**config.mk**
```make
export PLATFORM = sky130hd
export DESIGN_NAME = pc_sequencer_flat
export DESIGN_NICKNAME = d
export VERILOG_FILES = /design/src/rtl/pc_sequencer_pkg.sv /design/src/rtl/pc_sequencer_if.sv /design/src/rtl/pc_sequencer_wait_timer.sv /design/src/rtl/pc_sequencer.sv /design/src/flat_wrapper.sv
export SDC_FILE = /design/constraint.sdc
export NUM_CORES = 1
export LEC_CHECK = 0
export CAP_MARGIN = 30
export CORE_ASPECT_RATIO = 0.6
export CORE_UTILIZATION = 54
export DETAILED_ROUTE_END_ITERATION = 10
export HOLD_SLACK_MARGIN = 0.02
export PLACE_DENSITY = 0.85
export SYNTH_ARGS = -nofsm -noshare
export SYNTH_HDL_FRONTEND = slang
export SYNTH_HIERARCHICAL = 1
export SYNTH_SLANG_ARGS = --single-unit
```
**constraint.sdc**
```tcl
create_clock -name clk -period 5.3 [get_ports clk]
set_clock_uncertainty 0.1 [all_clocks]
set_input_delay 1.325 -clock clk [delete_from_list [all_inputs] [get_ports clk]]
set_output_delay 1.325 -clock clk [all_outputs]
set_load 0.01 [all_outputs]
```
**src/rtl/pc_sequencer_pkg.sv**
```systemverilog
`default_nettype none
// ============================================================================
// Module      : pc_sequencer_pkg
// Description : Shared codes for the multi-cycle sequencer: FSM state
//               encoding, next-PC source selects and decoded opcodes.
// Revision    : 1.0 - initial release
// ============================================================================
package pc_sequencer_pkg;

  typedef enum logic [2:0] {
    S_IF   = 3'b000,
    S_ID   = 3'b001,
    S_EX   = 3'b010,
    S_MEM  = 3'b011,
    S_WB   = 3'b100,
    S_HALT = 3'b101
  } state_t;

  // Next-PC source selects, shared with the PC-next mux.
  localparam logic [1:0] PC_NEXT = 2'b00;
  localparam logic [1:0] PC_REL  = 2'b01;
  localparam logic [1:0] PC_ABS  = 2'b10;
  localparam logic [1:0] PC_HALT = 2'b11;

  localparam logic [5:0] OP_R    = 6'b000000;
  localparam logic [5:0] OP_J    = 6'b000010;
  localparam logic [5:0] OP_JAL  = 6'b000011;
  localparam logic [5:0] OP_BEQ  = 6'b000100;
  localparam logic [5:0] OP_BNE  = 6'b000101;
  localparam logic [5:0] OP_LW   = 6'b100011;
  localparam logic [5:0] OP_SW   = 6'b101011;
  localparam logic [5:0] OP_HALT = 6'b111111;

  function automatic logic is_mem_op(input logic [5:0] op);
    return (op == OP_LW) || (op == OP_SW);
  endfunction

endpackage
`default_nettype wire

```
**src/rtl/pc_sequencer_if.sv**
```systemverilog
`default_nettype none
// ============================================================================
// Module      : pc_sequencer_if
// Description : Control/handshake bundle between the sequencer (master) and
//               the datapath and memories (slave).
// Revision    : 1.0 - initial release
// ============================================================================
interface pc_sequencer_if #(
  parameter int CNT_W = 32
);
  logic [5:0]       opcode;
  logic             zero;
  logic             imem_ack;
  logic             dmem_ack;
  logic             imem_req;
  logic             ir_we;
  logic             dmem_req;
  logic             dmem_we;
  logic             reg_we;
  logic             pc_we;
  logic [1:0]       pc_sel;
  logic             halted;
  logic             timeout;
  logic [CNT_W-1:0] retired;
  logic [2:0]       state;

  modport master (
    input  opcode, zero, imem_ack, dmem_ack,
    output imem_req, ir_we, dmem_req, dmem_we, reg_we, pc_we, pc_sel,
           halted, timeout, retired, state
  );

  modport slave (
    output opcode, zero, imem_ack, dmem_ack,
    input  imem_req, ir_we, dmem_req, dmem_we, reg_we, pc_we, pc_sel,
           halted, timeout, retired, state
  );
endinterface
`default_nettype wire

```
**src/rtl/pc_sequencer_wait_timer.sv**
```systemverilog
`default_nettype none
// ============================================================================
// Module      : pc_sequencer_wait_timer
// Description : Memory wait-state counter. Counts un-acked request cycles;
//               expired flags that the current cycle is the last one allowed.
// Revision    : 1.0 - initial release
// ============================================================================
module pc_sequencer_wait_timer #(
  parameter int MAX_WAIT = 15,
  parameter int WAIT_W   = 4
) (
  input  wire logic clk,
  input  wire logic RST,
  input  wire logic clr,
  input  wire logic en,
  output logic      expired
);
  logic [WAIT_W-1:0] count;

  // The cycle in which the count would reach MAX_WAIT is the final wait cycle;
  // an ack arriving in that cycle still wins.
  assign expired = (count == WAIT_W'(MAX_WAIT - 1));

  // Count un-acked cycles, clearing whenever no request is waiting.
  always_ff @(posedge clk or negedge RST) begin
    if (!RST)      count <= '0;
    else if (clr)  count <= '0;
    else if (en)   count <= count + WAIT_W'(1);
  end
endmodule
`default_nettype wire

```
**src/rtl/pc_sequencer.sv**
```systemverilog
`default_nettype none
// ============================================================================
// Module      : pc_sequencer
// Description : Multi-cycle CPU control FSM. Sequences IF/ID/EX/MEM/WB,
//               drives PC load/select and memory handshakes, stalls on wait
//               states and halts on HALT or memory timeout.
// Revision    : 1.0 - initial release
// ============================================================================
module pc_sequencer
  import pc_sequencer_pkg::*;
#(
  parameter int MAX_WAIT = 15,
  parameter int WAIT_W   = 4,
  parameter int CNT_W    = 32
) (
  input  wire logic        clk,
  input  wire logic        RST,
  pc_sequencer_if.master   bus
);
  state_t           state_q, state_d;
  logic [5:0]       op_q;
  logic             timeout_q;
  logic [CNT_W-1:0] retired_q;

  logic       imem_req_c, ir_we_c, dmem_req_c, dmem_we_c, reg_we_c, pc_we_c;
  logic       halted_c, set_timeout, wait_en, expired;
  logic [1:0] pc_sel_c;

  // One timer serves both IF and MEM: only one request is outstanding at once.
  pc_sequencer_wait_timer #(
    .MAX_WAIT (MAX_WAIT),
    .WAIT_W   (WAIT_W)
  ) u_wait_timer (
    .clk     (clk),
    .RST     (RST),
    .clr     (!wait_en),
    .en      (wait_en),
    .expired (expired)
  );

  // State, latched opcode, sticky timeout and retired-instruction count.
  always_ff @(posedge clk or negedge RST) begin
    if (!RST) begin
      state_q   <= S_IF;
      op_q      <= '0;
      timeout_q <= 1'b0;
      retired_q <= '0;
    end else begin
      state_q <= state_d;
      if (state_q == S_ID) op_q      <= bus.opcode;
      if (set_timeout)     timeout_q <= 1'b1;
      if (pc_we_c)         retired_q <= retired_q + CNT_W'(1);
    end
  end

  // Next-state and control decode; pc_sel stays HALT unless the PC loads.
  always_comb begin
    state_d     = state_q;
    imem_req_c  = 1'b0;
    ir_we_c     = 1'b0;
    dmem_req_c  = 1'b0;
    dmem_we_c   = 1'b0;
    reg_we_c    = 1'b0;
    pc_we_c     = 1'b0;
    pc_sel_c    = PC_HALT;
    halted_c    = 1'b0;
    set_timeout = 1'b0;
    wait_en     = 1'b0;
    case (state_q)
      S_IF: begin
        imem_req_c = 1'b1;
        if (bus.imem_ack) begin
          ir_we_c = 1'b1;
          state_d = S_ID;
        end else begin
          wait_en = 1'b1;
          if (expired) begin
            set_timeout = 1'b1;
            state_d     = S_HALT;
          end
        end
      end
      S_ID: begin
        // Decode from the live opcode; later states use the latched copy.
        case (bus.opcode)
          OP_HALT: state_d = S_HALT;
          OP_J: begin
            pc_we_c  = 1'b1;
            pc_sel_c = PC_ABS;
            state_d  = S_IF;
          end
          OP_JAL:  state_d = S_WB;
          default: state_d = S_EX;
        endcase
      end
      S_EX: begin
        if (op_q == OP_BEQ || op_q == OP_BNE) begin
          pc_we_c  = 1'b1;
          pc_sel_c = ((op_q == OP_BEQ) == bus.zero) ? PC_REL : PC_NEXT;
          state_d  = S_IF;
        end else if (is_mem_op(op_q)) begin
          state_d = S_MEM;
        end else begin
          state_d = S_WB;
        end
      end
      S_MEM: begin
        dmem_req_c = 1'b1;
        dmem_we_c  = (op_q == OP_SW);
        if (bus.dmem_ack) begin
          if (op_q == OP_SW) begin
            pc_we_c  = 1'b1;
            pc_sel_c = PC_NEXT;
            state_d  = S_IF;
          end else begin
            state_d = S_WB;
          end
        end else begin
          wait_en = 1'b1;
          if (expired) begin
            set_timeout = 1'b1;
            state_d     = S_HALT;
          end
        end
      end
      S_WB: begin
        // JAL writes the link register and jumps in the same cycle.
        reg_we_c = 1'b1;
        pc_we_c  = 1'b1;
        pc_sel_c = (op_q == OP_JAL) ? PC_ABS : PC_NEXT;
        state_d  = S_IF;
      end
      S_HALT:  halted_c = 1'b1;
      default: state_d  = S_HALT;
    endcase
  end

  // Control outputs are forced low for as long as reset is held.
  assign bus.imem_req = RST & imem_req_c;
  assign bus.ir_we    = RST & ir_we_c;
  assign bus.dmem_req = RST & dmem_req_c;
  assign bus.dmem_we  = RST & dmem_we_c;
  assign bus.reg_we   = RST & reg_we_c;
  assign bus.pc_we    = RST & pc_we_c;
  assign bus.pc_sel   = RST ? pc_sel_c : 2'b00;
  assign bus.halted   = RST & halted_c;
  assign bus.timeout  = timeout_q;
  assign bus.retired  = retired_q;
  assign bus.state    = state_q;
endmodule
`default_nettype wire

```
**src/flat_wrapper.sv**
```systemverilog
// flat-port wrapper written by rule: the top's interface ports become plain ports
module pc_sequencer_flat import pc_sequencer_pkg::*;
#(
  parameter int MAX_WAIT = 15,
  parameter int WAIT_W   = 4,
  parameter int CNT_W    = 32
)
  (clk, RST, bus_opcode, bus_zero, bus_imem_ack, bus_dmem_ack, bus_imem_req, bus_ir_we, bus_dmem_req, bus_dmem_we, bus_reg_we, bus_pc_we, bus_pc_sel, bus_halted, bus_timeout, bus_retired, bus_state);
  pc_sequencer_if #(.CNT_W(CNT_W)) bus_i ();
  input  wire logic clk;
  input  wire logic RST;
  input wire logic [$bits(bus_i.opcode)-1:0] bus_opcode;
  input wire logic [$bits(bus_i.zero)-1:0] bus_zero;
  input wire logic [$bits(bus_i.imem_ack)-1:0] bus_imem_ack;
  input wire logic [$bits(bus_i.dmem_ack)-1:0] bus_dmem_ack;
  output wire logic [$bits(bus_i.imem_req)-1:0] bus_imem_req;
  output wire logic [$bits(bus_i.ir_we)-1:0] bus_ir_we;
  output wire logic [$bits(bus_i.dmem_req)-1:0] bus_dmem_req;
  output wire logic [$bits(bus_i.dmem_we)-1:0] bus_dmem_we;
  output wire logic [$bits(bus_i.reg_we)-1:0] bus_reg_we;
  output wire logic [$bits(bus_i.pc_we)-1:0] bus_pc_we;
  output wire logic [$bits(bus_i.pc_sel)-1:0] bus_pc_sel;
  output wire logic [$bits(bus_i.halted)-1:0] bus_halted;
  output wire logic [$bits(bus_i.timeout)-1:0] bus_timeout;
  output wire logic [$bits(bus_i.retired)-1:0] bus_retired;
  output wire logic [$bits(bus_i.state)-1:0] bus_state;
  assign bus_i.opcode = bus_opcode;
  assign bus_i.zero = bus_zero;
  assign bus_i.imem_ack = bus_imem_ack;
  assign bus_i.dmem_ack = bus_dmem_ack;
  assign bus_imem_req = bus_i.imem_req;
  assign bus_ir_we = bus_i.ir_we;
  assign bus_dmem_req = bus_i.dmem_req;
  assign bus_dmem_we = bus_i.dmem_we;
  assign bus_reg_we = bus_i.reg_we;
  assign bus_pc_we = bus_i.pc_we;
  assign bus_pc_sel = bus_i.pc_sel;
  assign bus_halted = bus_i.halted;
  assign bus_timeout = bus_i.timeout;
  assign bus_retired = bus_i.retired;
  assign bus_state = bus_i.state;
  pc_sequencer #(.MAX_WAIT(MAX_WAIT), .WAIT_W(WAIT_W), .CNT_W(CNT_W)) u_core (.clk(clk), .RST(RST), .bus(bus_i));
endmodule
```
Word-level counts from Yosys, hierarchy flattened
Index checks and enable logic that the tools add are counted.
- add/sub/neg operators: 2
- eq/ne operators: 15
- mux-type cells: 36
- bitwise gates (word level): 7
- reduce and logical (&&, ||, !) cells: 3
- operator list (cell ; number):
    $add 32x1->32 const B ; 1
    $eq 6x2->1 const B ; 3
    $eq 6x6->1 const B ; 3
    $mux 1 ; 18
    $mux 3 ; 6
    $pmux 3 s6 ; 1
    $eq 6x3->1 const B ; 2
    $mux 2 ; 5
    $pmux 3 s3 ; 1
    $pmux 2 s4 ; 1
    $and 1x1->1 ; 7
    $eq 3x2->1 const B ; 2
    $eq 3x3->1 const B ; 2
    $add 4x1->4 const B ; 1
    $eq 4x4->1 const B ; 1
    $mux 4 ; 1
    $pmux 1 s2 ; 2
    $pmux 1 s4 ; 1
    $eq 3x1->1 const B ; 1
    $logic_not 3->1 ; 1
    $logic_or 1x1->1 ; 2
    $eq 1x1->1 ; 1
- register bits: 46
- bits of input ports: 11
- logic and storage cells: 68

Longest topological paths before layout
Gate-level depths: netlist (run 1).
- depth in word-level cells: 6
- depth in mapped cells: 7
- gate-level depth less buffers: 7

Hierarchy
Netlist (run 1), hierarchy kept.
- by module, submodules not included (module ; times used ; cells an instance ; area an instance (µm²) ; seq. area each (µm²)):
    pc_sequencer ; 1 ; 216 ; 2187.1 ; 1051.0
    pc_sequencer_wait_timer ; 1 ; 20 ; 220.2 ; 100.1

Worst setup path before layout (run 1)
Ideal clock, no wire load.
- kind: input -> output
- from: input port bus_opcode[3]
- to: output port bus_pc_we
- data arrival time: 2366 ps
- required time: 3875 ps
- setup slack: 1509 ps
- cell stages on the path: 6
- path buffers: 1
- cells stage by stage: nor4_4 -> nand4_1 -> a21o_1 -> nand2_2 -> buf_4 -> and2_1
- longest elaborated chain between the ends: 4
- RTL lines (element ; RTL line ; RTL):
    start: declaration ; flat_wrapper.sv:12 ; input wire logic [$bits(bus_i.opcode)-1:0] bus_opcode;
    $eq 6x2->1 ; pc_sequencer.sv:85 ; case (bus.opcode)
    $mux 1 ; pc_sequencer.sv:85 ;
    $pmux 1 s4 ; pc_sequencer.sv:69 ; case (state_q)
    $and 1x1->1 ; pc_sequencer.sv:144 ; assign bus.pc_we = RST & pc_we_c;
    end: declaration ; flat_wrapper.sv:21 ; output wire logic [$bits(bus_i.pc_we)-1:0] bus_pc_we;
No other way between the ends.

Worst setup path after layout (run 1)
Ends and elaborated chain as after synthesis.

==> out/qor.csv, run 1 <==
stage;metric;value;unit
setup_path;slowest_delay;0.55;ns
final_layout;flow.area_growth_from_synthesis;29.2;%
floorplanning;coreArea;4190;sq um
sta;maxClockFrequency;211;MHz
synth;synth.largest_area_cell;sky130_fd_sc_hd__dfrtp_1;
global_routing;antenna_violations_before_repair;0;
final_layout;footprint_of_the_multi_input_gates;1200;sq um
sta;whs;0.377;ns
floorplanning;die_h;53.7;microns
setup_path;end_kind;primary output;
routing;vias;1997;
routing;dr.max_layer_used;met4;
routing;ant_nets;0;
flow_run;maxcap_viol_count;0;
final_layout;nFillCells;314;
setup_path;setup.worst_path.class;in2out;
setup_path;critical_path_peak_fanout;3;
sta;slew-limit-headroom;0.566;
sta;drv_slew;0;
setup_path;timing.critical_path.from_type;input pin;
setup_path;timing.critical_path.max_delay_family;buffers and inverters;
sta;report.final.hold_viol_count;0;
routing;wl_met3;457;microns
sta;tightest_slew;0.648;ns
synth;synth_seq_cells;46;
synth;synth_enable_flop_cells;0;
synth;synth_cell_types;40;
worst_hold_path;hold_path.class;reg2reg;
cts;clock_tree.htree_level_count;2;
synth;synth_nets;250;
routing;drcViolationCount;0;
global_routing;global_route_wire_length_before_repair;8.84;mm
setup_path;crit_path_frequent_cell;sky130_fd_sc_hd__clkdlybuf4s50_1;
routing;number_of_iterations_in_the_first_detailed_routing_pass;5;
final_layout;drive_above_1_share;0.0946;
synth;async_set_reset_flop_share_out_of_synthesis;1.00;
routing;drt_wl_total;5.72;mm
placement;dp_hpwl;4.17;mm
floorplanning;die_ar;4740;sq um
synth;postSynthAreaPerCell;10.2;sq um
floorplanning;placementRows;18;
final_layout;design.final.nets;309;
setup_path;timing.critical_path.depth;7;
cts;worstSkewPairLatency;0.30;ns
cts;clockBufferDepth;2;
floorplanning;die_w;88.2;microns
setup_path;timing.critical_path.slowest_stage_cell;sky130_fd_sc_hd__clkdlybuf4s50_1;
routing;drt-vias-per-instance;5.61;
setup_path;worst_ep_arrival_time;3.32;ns
cts;ctsResizeCount;0;
global_routing;grt_max_degree;24;
synth;synthTopCellsByCount;sky130_fd_sc_hd__dfrtp_1 (46), sky130_fd_sc_hd__xnor2_1 (31), sky130_fd_sc_hd__nand3_1 (26), sky130_fd_sc_hd__nand2_1 (18);
cts;cts_hold_repair.buffers;0;
placement;routabilityCongestion;0.839;
placement;numPortBuffers;55;
power;cellLeakagePower;1.30;nW
synth;yosysMostFrequentCell;sky130_fd_sc_hd__dfrtp_1;
setup_path;req_time_crit_path;3.88;ns
synth;synth-warning-count;6;
cts;cts_root_buffer;sky130_fd_sc_hd__clkbuf_8;
floorplanning;floorplan.initialDensity;0.575;
setup_path;timing.reg2reg.worst_path_depth;5;
power;power_density;192;nW/um^2
cts;cts_tree;done;
floorplanning;i_o_pins;56;
cts;post-cts-setup-buffer-count;0;
cts;clock-sinks;46;
sta;final.min_clock_period;4.75;ns
global_routing;overflow;0;
worst_hold_path;worstHoldPathCells;2;
synth;yosys_most_used_dff;sky130_fd_sc_hd__dfrtp_1;
final_layout;ff_latch_area;1150;sq um
routing;final_routed_wire_length_divided_by_cell_count;16.1;microns
setup_path;critical_path_cell_list;clkdlybuf4s50_1 > nor4_4 > nand4_1 > a21o_1 > nand2_2 > and2_1 > clkdlybuf4s50_1;
synth;synth_cells;236;
synth;synth_top_cells_by_area;sky130_fd_sc_hd__dfrtp_1 (48%), sky130_fd_sc_hd__xnor2_1 (11%), sky130_fd_sc_hd__nand3_1 (5.4%);
sta;rsz_0062_raised_after_global_routing;no;
global_routing;first_global_vias;1776;
cts;cts_made_buffers;5;
synth;synthDominantCellAreaShare;0.478;
sta;setup_tns;0;ns
power;worst_ir_drop_vdd;0.108;mV
setup_path;crit_buf_inv;2;
sta;setup_viol;0;
synth;cell_area_synth;2410;sq um
global_routing;global_route.usage.total;0.255;
status;outcome;finished, final reports clean;
final_layout;num_antenna_cells;0;
routing;drtIter0Drc;186;
sta;period_share;0.896;
routing;routed-wl-met2;2.55;mm
cts;worst_setup_hold_path_clk_slew;0.08;ns
routing;wl_met1;2.66;mm
synth;ys_seq_area_frac;0.478;
==> state kept, by name, summed over array words and instances (netlist names) <==
| register | cells |
|---|---|
| u_core/bus.retired | 32 |
| u_core/bus.state | 3 |
| u_core/bus.timeout | 1 |
| u_core/op_q | 6 |
| u_core/u_wait_timer/count | 4 |
==> per-stage QoR <==
stage | util | instances | total power [mW] | setup WS, ns | instance area (sq um)
after CTS | 0.742 | 356 | 0.601 | 0.544 | 3110
after global routing | 0.742 | 356 | 0.618 | 0.458 | 3110
final | 0.742 | 356 | 0.596 | 0.550 | 3110
after floorplan | - | 236 | 0.362 | 1.51 | 2410
after global placement | 0.720 | 348 | 0.382 | 0.607 | 3020
after detailed placement | 0.720 | 348 | 0.383 | 0.563 | 3020
==> per-layer routing <==
metal / global-route usage / up-vias
met5: 0 / -
met4: 0.0995 / 0
met3: 0.0537 / 4
met2: 0.378 / 93
met1: 0.369 / 948
li1: - / 952
==> final timing paths <==
path | from | end | slack [ns]
max in group asynchronous | RST | u_core/op_q[0]$_DFFE_PN0P_ | 3.59
min | u_core/bus.timeout$_DFFE_PN0P_ | u_core/bus.timeout$_DFFE_PN0P_ | 0.38
min reg2reg | u_core/bus.timeout$_DFFE_PN0P_ | u_core/bus.timeout$_DFFE_PN0P_ | 0.38
max | bus_opcode[3] | bus_pc_we | 0.55
min in group asynchronous | RST | u_core/bus.retired[20]$_DFFE_PN0P_ | 0.86
max reg2reg | u_core/bus.state[0]$_DFFE_PN0P_ | u_core/bus.timeout$_DFFE_PN0P_ | 3.03
==> cell type report <==
| type | instances | area share |
|---|---|---|
| Multi-Input combinational cell | 177 | 0.385 |
| Sequential cell | 46 | 0.370 |
| Timing Repair Buffer | 58 | 0.183 |
| Clock buffer | 7 | 0.0278 |
| Tap cell | 60 | 0.0241 |
| Inverter | 7 | 0.00845 |
| Clock inverter | 1 | 0.00161 |
==> worst register-to-register path, cell delays in order (launching register included) <==
cell and delay [ns]:
sky130_fd_sc_hd__dfrtp_1 0.59, sky130_fd_sc_hd__nor3_1 0.34, sky130_fd_sc_hd__a31oi_1 0.07, sky130_fd_sc_hd__nor2_1 0.45, sky130_fd_sc_hd__inv_1 0.25, sky130_fd_sc_hd__o41ai_1 0.37
==> report_power, final <==
group | internal (mW) | total (mW) | switching [mW]
sequential | 0.351 | 0.351 | 0
clock | 0.105 | 0.220 | 0.115
combinational | 0.0108 | 0.0250 | 0.0142
total | 0.467 | 0.596 | 0.129
==> kinds of logic after synthesis <==
group	Yosys count	share of synthesized area
AND/OR/NAND/NOR	113	0.261
flip-flops	46	0.478
XOR/XNOR	34	0.124
AO/OA/AOI/OAI	19	0.0577
buffers and inverters	13	0.0244
multiplexers	8	0.0390
adder cells (fa/ha/maj)	3	0.0156
==> cells in the final DEF, fill, tap and decap left out, types with 8 or more instances in the layout <==
| cell | count |
|---|---|
| sky130_fd_sc_hd__clkdlybuf4s50_1 | 54 |
| sky130_fd_sc_hd__nand4_1 | 12 |
| sky130_fd_sc_hd__and3_1 | 14 |
| sky130_fd_sc_hd__nand3_1 | 26 |
| sky130_fd_sc_hd__nor2_1 | 14 |
| sky130_fd_sc_hd__nand2_1 | 18 |
| sky130_fd_sc_hd__dfrtp_1 | 46 |
| sky130_fd_sc_hd__nor3_1 | 8 |
| sky130_fd_sc_hd__xnor2_1 | 31 |
(Power assumes the default switching activity.)
==> run 2: changes to the inputs <==
- CAP_MARGIN: 30 -> 20
==> results of run 2 <==
Final layout, timing and power as in run 1 (identical DEF).
